[config.mk]
export PLATFORM = sky130hd
export DESIGN_NAME = timing_io_gen
export DESIGN_NICKNAME = d
export VERILOG_FILES = /design/src/rtl/timing_io_gen.sv
export SDC_FILE = /design/constraint.sdc
export NUM_CORES = 1
export LEC_CHECK = 0
export ABC_AREA = 1
export CAP_MARGIN = 20
export CORE_ASPECT_RATIO = 1.25
export CORE_UTILIZATION = 61
export DETAILED_ROUTE_END_ITERATION = 8
export DONT_BUFFER_PORTS = 1
export HOLD_SLACK_MARGIN = 0.1
export PLACE_DENSITY = 0.77
export RECOVER_POWER = 100
export SLEW_MARGIN = 15
export SYNTH_ARGS = -nofsm -noshare
export SYNTH_HDL_FRONTEND = slang
export SYNTH_SLANG_ARGS = --single-unit
[constraint.sdc]
create_clock -name sysclk -period 1.83 [get_ports sysclk]
set_input_delay 0.183 -clock sysclk [delete_from_list [all_inputs] [get_ports sysclk]]
set_output_delay 0.183 -clock sysclk [all_outputs]
set_load 0.01 [all_outputs]
[src/rtl/timing_io_gen.sv]
// rtl/timing_io_gen.sv - 4004 two-phase timing generator and I/O pad conditioning
//
// Purpose: derives clk1/clk2 from sysclk, sequences subcycles A1..X3 with sync,
// generates POC, gate and TEST_n, and splits the data bus into in/out/oe pad
// signals; CM-ROM/CM-RAM lines are registered toward the pads.
// Optional feature macro: STOP_EN (adds stop_req input and stopped output).
//
// Ports:
//   sysclk, poc_pad         - system clock, synchronous active-high reset
//   clk1, clk2, phase, sync - two-phase clocks, one-hot subcycle, X3 marker
//   gate, poc               - DRAM input gate, cleaned power-on clear
//   core_dout, core_drive   - core data out and I/O-write drive request
//   core_din, din_valid     - captured pad data and its one-sysclk strobe
//   data_pad_i/o/oe         - FPGA pad input, output value, output enable
//   test_pad, test_n        - raw TEST pin, synchronised inverted TEST
//   cmrom/cmrom_pad, cmram/cmram_pad - memory selects toward pads
//   stop_req, stopped       - only with STOP_EN
module timing_io_gen #(
  parameter int DATA_W      = 4,
  parameter int NUM_CMRAM   = 4,
  parameter int PHASE_TICKS = 2
) (
  input  logic                 sysclk,
  input  logic                 poc_pad,
  output logic                 clk1,
  output logic                 clk2,
  output logic [7:0]           phase,
  output logic                 sync,
  output logic                 gate,
  output logic                 poc,
  input  logic [DATA_W-1:0]    core_dout,
  input  logic                 core_drive,
  output logic [DATA_W-1:0]    core_din,
  output logic                 din_valid,
  input  logic [DATA_W-1:0]    data_pad_i,
  output logic [DATA_W-1:0]    data_pad_o,
  output logic                 data_pad_oe,
  input  logic                 test_pad,
  output logic                 test_n,
  input  logic                 cmrom,
  output logic                 cmrom_pad,
  input  logic [NUM_CMRAM-1:0] cmram,
  output logic [NUM_CMRAM-1:0] cmram_pad
`ifdef STOP_EN
  ,
  input  logic                 stop_req,
  output logic                 stopped
`endif
);

  typedef enum logic [2:0] {
    SUB_A1, SUB_A2, SUB_A3, SUB_M1, SUB_M2, SUB_X1, SUB_X2, SUB_X3
  } sub_t;

  localparam logic [7:0] TICK_LAST = 8'(PHASE_TICKS - 1);

  logic [7:0] tick_q, tick_d;
  logic [1:0] quarter_q, quarter_d;
  sub_t       sub_q, sub_d;
  logic       tick_last, cyc_last, run;

  assign tick_last = (tick_q == TICK_LAST);
  assign cyc_last  = tick_last && (quarter_q == 2'd3) && (sub_q == SUB_X3);

`ifdef STOP_EN
  logic stop_q;

  // Frozen only while the stop is armed and still requested; dropping
  // stop_req lets the counters leave A1/quarter 0 on the same edge.
  assign run = !(stop_q && stop_req);

  always_ff @(posedge sysclk) begin
    if (poc_pad) begin
      stop_q  <= 1'b0;
      stopped <= 1'b0;
    end else begin
      if (stop_q)        stop_q <= stop_req;
      else if (cyc_last) stop_q <= stop_req;
      stopped <= !run;
    end
  end
`else
  assign run = 1'b1;
`endif

  // Sequencer state register
  always_ff @(posedge sysclk) begin
    if (poc_pad) begin
      tick_q    <= '0;
      quarter_q <= '0;
      sub_q     <= SUB_A1;
    end else begin
      tick_q    <= tick_d;
      quarter_q <= quarter_d;
      sub_q     <= sub_d;
    end
  end

  // Sequencer next state: tick -> quarter -> subcycle, X3 wraps to A1
  always_comb begin
    tick_d    = tick_q + 8'd1;
    quarter_d = quarter_q;
    sub_d     = sub_q;
    if (tick_last) begin
      tick_d    = '0;
      quarter_d = quarter_q + 2'd1;
      if (quarter_q == 2'd3) sub_d = sub_t'(sub_q + 3'd1);
    end
    if (!run) begin
      tick_d    = '0;
      quarter_d = '0;
      sub_d     = SUB_A1;
    end
  end

  // Bus direction decode. The X2 drive request is taken on the very first
  // tick of X2; the latched copy covers the rest of X2 and X3.
  logic seen_wrap, poc_now, drive_lat, x2_entry, drive_x, drive_sub, capture_sub;

  assign poc_now     = !seen_wrap;
  assign x2_entry    = (sub_q == SUB_X2) && (quarter_q == 2'd0) && (tick_q == 8'd0);
  assign drive_x     = x2_entry ? core_drive : drive_lat;
  assign drive_sub   = (sub_q <= SUB_A3) ||
                       (((sub_q == SUB_X2) || (sub_q == SUB_X3)) && drive_x);
  assign capture_sub = (sub_q == SUB_M1) || (sub_q == SUB_M2) || (sub_q == SUB_X1) ||
                       ((sub_q == SUB_X2) && !drive_x);

  logic test_s1;

  // Registered outputs decode the current sequencer position, so the first
  // sysclk after reset release presents A1/quarter 0.
  always_ff @(posedge sysclk) begin
    if (poc_pad) begin
      clk1        <= 1'b0;
      clk2        <= 1'b0;
      phase       <= '0;
      sync        <= 1'b0;
      gate        <= 1'b0;
      poc         <= 1'b1;
      seen_wrap   <= 1'b0;
      drive_lat   <= 1'b0;
      din_valid   <= 1'b0;
      data_pad_oe <= 1'b0;
      data_pad_o  <= '0;
      core_din    <= '0;
      cmrom_pad   <= 1'b0;
      cmram_pad   <= '0;
      test_s1     <= 1'b1;
      test_n      <= 1'b1;
    end else begin
      test_s1   <= ~test_pad;
      test_n    <= test_s1;
      seen_wrap <= seen_wrap | cyc_last;
      poc       <= poc_now;
      cmrom_pad <= cmrom & ~poc_now;
      cmram_pad <= poc_now ? '0 : cmram;
      din_valid <= 1'b0;

      if (run) begin
        clk1  <= (quarter_q == 2'd0);
        clk2  <= (quarter_q == 2'd2);
        phase <= 8'd1 << sub_q;
        sync  <= (sub_q == SUB_X3);
        gate  <= (sub_q == SUB_M1) || (sub_q == SUB_M2);
        if (x2_entry) drive_lat <= core_drive;
      end else begin
        clk1  <= 1'b0;
        clk2  <= 1'b0;
        phase <= '0;
        sync  <= 1'b0;
        gate  <= 1'b0;
      end

      if (poc_now) begin
        // Pads pulled to a driven zero until the core is out of power-on clear
        data_pad_oe <= 1'b1;
        data_pad_o  <= '0;
      end else if (run) begin
        data_pad_oe <= drive_sub;
        if (drive_sub && (quarter_q == 2'd1) && tick_last) data_pad_o <= core_dout;
        if (capture_sub && (quarter_q == 2'd2) && tick_last) begin
          core_din  <= data_pad_i;
          din_valid <= 1'b1;
        end
      end
    end
  end

endmodule

# == After elaboration in Yosys (flattened, before gate mapping) ==
# Index checks and enable logic that the tools add are counted.
# totals
ff_bits,45
latchBits,0
mem_bits_rw,0
romBits,0
inputBits,17
output_inout_bits,29
elab_cells,63
memories,0
# op_classes
add_sub_neg,3
mul,0
n_div,0
order_cmp,1
n_eq_ne,9
shifts,1
n_mux,3
bitwise,4
reduce_logical,23
# op_table
op,count
"3-bit equality test, second input constant",4
1-bit logical AND,10
"8-bit by 1-bit adder with 8-bit output, second input constant",1
"8-bit by 1-bit equality test with 1-bit output, second input constant",1
8-bit logical NOT,1
"1-bit by 3-bit left shift with 8-bit output, first input constant",1
1-bit logical OR,5
"2-bit equality test, second input constant",2
2-bit AND reduction,2
2-bit OR reduction,2
"3-bit by 1-bit adder with 3-bit output, second input constant",1
"3-bit by 2-bit equality test with 1-bit output, second input constant",1
"3-bit by 2-bit less-or-equal comparator with 1-bit output, second input constant",1
1-bit 2-to-1 mux,3
"2-bit by 1-bit adder with 2-bit output, second input constant",1
"2-bit by 1-bit equality test with 1-bit output, second input constant",1
1-bit logical NOT,2
2-bit logical NOT,1
1-bit inverter,2
1-bit bitwise AND,1
1-bit OR,1

# == Depth between registers and ports, before layout ==
# logic_depth
word_depth,10
depth_mapped,12
depth_no_buf,12

# == Worst setup path after synthesis ==
# OpenSTA, ideal clock, no wires.
# synth_path
kind,reg-to-reg
startpoint,register sub_q[0]
endpoint,register data_pad_oe
setup_time_ns,0.115
arrival_time_ns,1.301
t_required_ns,1.715
path_slack_ns,0.414
path_stages_with_launch,12
n_path_buf,0
period_less_slack_ns,1.416
cell_sequence,dfxtp_1 > inv_1 > ha_1 > nand2_2 > nor2_2 > nand3_1 > nand2_2 > nand2_1 > nand2_2 > nand2_4 > o21ai_0 > inv_1
# synth_between
elab_chain_cells,7
word_cells_on_any_way,10
classes_between,1 x order compare; 2 x eq/ne; 2 x mux; 5 x reduce/logical
# synth_lines
element,line,source
start: declaration,59,"sub_t sub_q, sub_d;"
start signal: assignment,95,sub_q <= sub_d;
3-bit equality test,"121, 124",
1-bit logical AND (2 in series),121,assign x2_entry = (sub_q == SUB_X2) && (quarter_q == 2'd0) && (tick_q == 8'd0);
1-bit 2-to-1 mux,-,
1-bit logical AND,124,(((sub_q == SUB_X2) || (sub_q == SUB_X3)) && drive_x);
1-bit logical OR *,123,assign drive_sub = (sub_q <= SUB_A3) ||
1-bit 2-to-1 mux *,174,if (poc_now) begin
end signal: assignment,179,data_pad_oe <= drive_sub;
end: declaration,37,"output logic data_pad_oe,"
# Mark *: on every way between the ends. The rest lies on a longest branch, timed or not.
# A chain may end at the register's enable or synchronous reset.

# == Worst setup path in the final report ==
# layout_path
startpoint,register quarter_q[0]
endpoint,register data_pad_oe
# layout_between
elab_chain_cells,7
# layout_lines
element,line,source
start: declaration,58,"logic [1:0] quarter_q, quarter_d;"
start signal: assignment,94,quarter_q <= quarter_d;
2-bit logical NOT,121,
1-bit logical AND (2 in series),121,
1-bit 2-to-1 mux,-,
1-bit logical AND,124,
1-bit logical OR,123,
1-bit 2-to-1 mux,174,
# No other way between the ends.

==> impl_metrics.csv <==
group,metric,value,unit
detailed_routing,drc_errors_left,0,
pwr,power_switching_share,24.3,%
pwr,clkPwrFrac,34.4,%
worst_setup_path,startpoint_type,"register",
min_path,timing.hold.worst.class,"in2reg",
place,placement.io_buffers,0,
synthesis,synthXorXnorAreaFrac,0.973,%
floorplanning,dieArea,3170,µm²
worst_setup_path,cp_data_arrival_time,1.89,ns
floorplanning,coreArea,2730,µm²
min_path,whs_path_depth,2,
pwr,total_power,1.85,mW
place,gpl.final_weighted_congestion,0.769,
place,place_hpwl,2.39,mm
detailed_routing,wirelength_met1,1.47,mm
grt,grt_pass1_vias,1440,
worst_setup_path,timing.setup.critical_path_class,"reg2reg",
pwr,static-leakage-power,0.956,nW
floorplanning,dieHeight,62.7,µm
clock_tree,cts_made_buffers,5,
synthesis,main_combinational_cell_family_by_area_after_synthesis,"simple AND/OR/NAND/NOR gates",
worst_setup_path,r2r_cells,11,
layout,flow.area_growth_from_synthesis,15.8,%
synthesis,synth-seq-area-share,50.0,%
clock_tree,tritoncts_clock_tree,"built",
grt,track_usage,24.7,%
synthesis,synth.net_count,253,
timing,min_period,1.63,ns
floorplanning,die_width,50.6,µm
timing,finalSetupViolCount,0,
pwr,p_per_area,889,nW/µm²
layout,layout.cell_area.non_filler,2090,µm²
worst_setup_path,crit_fanout,9,
synthesis,synthMuxAreaShare,0,%
clock_tree,clk-insertion-delay-late,0.36,ns
min_path,timing.hold.worst.start,"test_pad",
detailed_routing,first_iter_violations,45,
place,dpl_ws,0.213,ns
synthesis,synth_area,1800,µm²
timing,setup_repair_after_global_routing_missed_its_margin,"no",
run_status,run_status,"complete, no violations",
floorplanning,num_io_pins,46,
clock_tree,postCtsSetupRepairBufs,0,
synthesis,synth.ff_latch_count,45,
worst_setup_path,setup.reg_to_reg.worst_slack,0.20,ns
floorplanning,starting_density_of_the_core,65.9,%
clock_tree,cts_max_path_buffers,2,
synthesis,post_synth_and_or_nand_nor_area_fraction,23.7,%
timing,worst_pin_slew,0.559,ns
pwr,switching_power,0.450,mW
detailed_routing,route.met2.wl,1.75,mm
synthesis,yosys_warnings,0,
timing,finalMaxSlewViolations,0,
detailed_routing,antenna_left,0,
timing,clock_skew,0.0119,ns
layout,fillerInstances,201,
layout,area_of_the_multi_input_gates,722,µm²
synthesis,synth_compound_area_share,6.95,%
detailed_routing,finalWirelength,3.52,mm
layout,final-seq-area,903,µm²
worst_setup_path,reg2reg_to,"data_pad_oe",
floorplanning,rows,21,
grt,grt_first_pass_wirelength,5.92,mm
grt,grt_antenna_before_repair,0,
worst_setup_path,worst-endpoint-required,2.08,ns
synthesis,post_synth_fa_ha_maj_area_fraction,8.34,%
layout,layout-drive-gt1-share,8.54,%
timing,hold_viol,0,
clock_tree,path_clk_slew,0.13,ns
pwr,internal-power,1.40,mW
detailed_routing,dr.max_layer_used,"met4",
min_path,worst_hold_path.endpoint,"test_s1",
timing,max_freq,612,MHz
grt,grt_overflow,0,
worst_setup_path,end_kind,"register",
timing,setup_tns,0,ns
pwr,comb_power_share,9.7,%
worst_setup_path,worstReg2RegStart,"quarter_q[0]",
job,max_cap_violations,0,
clock_tree,cts_htree_levels,2,
pwr,pwr-share-seq,55.9,%
synthesis,synth_cell_type_count,23,
grt,maximum_number_of_pins_on_one_net_before_global_route_repair,15,
layout,finish.net_count,274,
detailed_routing,route.vias.total,1427,
place,postPlaceCellArea,1830,µm²
pwr,worst_ir_drop_vdd,762,µV
synthesis,synthDominantCellAreaShare,50.0,%
detailed_routing,met3RoutedLength,197,µm
layout,antenna-diode-count,0,
timing,relSlewSlack,62.6,%
clock_tree,clock_net_sink_count,45,
detailed_routing,ratio_of_routed_vias_to_standard_cells,5.10,
synthesis,netlist_top_cells_area,"dfxtp_1 50%, inv_1 9.4%, nor2_1 9.4%",
detailed_routing,routed_wire_length_per_instance,12.6,µm
clock_tree,cts.root.buffer_cell,"clkbuf_4",
timing,final.period_utilization,89.2,%
synthesis,yosysTopAreaCell,"dfxtp_1",
timing,post-route-worst-setup-slack,0.197,ns
synthesis,netlist_instances,224,
synthesis,avgSynthCellArea,8.04,µm²
detailed_routing,drtPass1Iterations,4,
[cells by family after synthesis]
logic type	count (synthesis)
XOR/XNOR	2
flip-flops	45
AND/OR/NAND/NOR	94
AO/OA/AOI/OAI	24
buffers and inverters	47
adder cells (fa/ha/maj)	12
[synthesized netlist by cell type, drive strengths merged]
cell type	count
dfxtp	45
nand2	31
nor3	2
ha	12
a21oi	10
nor2	47
o21ai	11
o31ai	1
o22ai	1
buf	1
inv	45
xor2	2
clkbuf	1
nand3	10
nand4	1
a31oi	1
or2	1
nor3b	2
[worst max path at each step]
stage                      start             to  slack, ns  depth (start not counted)
detailed placement      sub_q[0]  data_pad_o[0]       0.21                         11
finish              quarter_q[0]    data_pad_oe       0.20                         11
global route        quarter_q[0]    core_din[1]       0.06                         12
global placement        sub_q[0]    data_pad_oe       0.34                         11
CTS                     sub_q[0]      drive_lat       0.02                          8
floorplan               sub_q[0]    data_pad_oe       0.41                         11
[critical path: stages, from the launching register on]
cell and delay (ns):
dfxtp_1 0.36, inv_1 0.13, ha_1 0.17, inv_1 0.08, nor2_4 0.12, nand3_1 0.09, nand2_1 0.09, nand2_1 0.07
nand2_2 0.07, nand2_4 0.08, o21ai_0 0.20, inv_1 0.07
[cell usage in the layout, fill, tap and decap left out, types with 2 or more instances in the layout]
cell,instances
a21oi_1,10
clkbuf_4,5
dfxtp_1,43
dfxtp_2,2
dlygate4sd3_1,16
ha_1,11
inv_1,44
nand2_1,27
nand2_2,2
nand2_4,2
nand3_1,9
nor2_1,45
nor3b_1,2
o21ai_0,11
xor2_1,2
[cell type report]
| type | instances | area share (%) |
|---|---|---|
| clock buffer | 6 | 2.46 |
| clock inverter | 2 | 1.80 |
| inverter | 45 | 8.10 |
| multi-input combinational | 132 | 34.6 |
| sequential | 45 | 43.3 |
| tap | 34 | 2.04 |
| timing repair buffer | 16 | 7.68 |
[power groups by stage]
stage          logic, mW  registers (mW)  clock network (mW)
6_report           0.180            1.04               0.637
5_1_grt            0.204            1.04               0.691
4_1_cts            0.172            1.04               0.640
3_5_place_dp       0.141            1.06                   0
3_3_place_gp       0.130            1.05                   0
2_1_floorplan      0.115            1.05                   0
[flip-flops by register name, indices dropped and copies added, names as in the netlist, 2 cells and up]
register	cells
data_pad_o	4
phase	8
core_din	4
quarter_q	2
sub_q	3
tick_q	8
cmram_pad	4
[stage by stage]
| stage | std cells | util [%] | hold WS, ns |
|---|---|---|---|
| after global routing | 280 | 76.3 | 0.411 |
| after detailed placement | 256 | 67.0 | 0.257 |
| after global placement | 256 | 67.0 | 0.255 |
| after floorplan | 224 | - | 0.252 |
| final | 280 | 76.3 | 0.420 |
| after CTS | 280 | 76.1 | 0.271 |
[metal layers]
metal,global-route usage (%),vias to the layer above
met2,40.8,52
met5,0,-
met3,7.06,11
li1,-,721
met4,14.2,0
met1,27.6,643
[timing repair]
action | CTS | global route
hold endpoints to repair | 26 | 1
gates resized for setup | 0 | 7
endpoints found under the setup margin | 0 | 1
hold buffers | 16 | 1
Note: power is estimated with default switching activity, not from simulation.
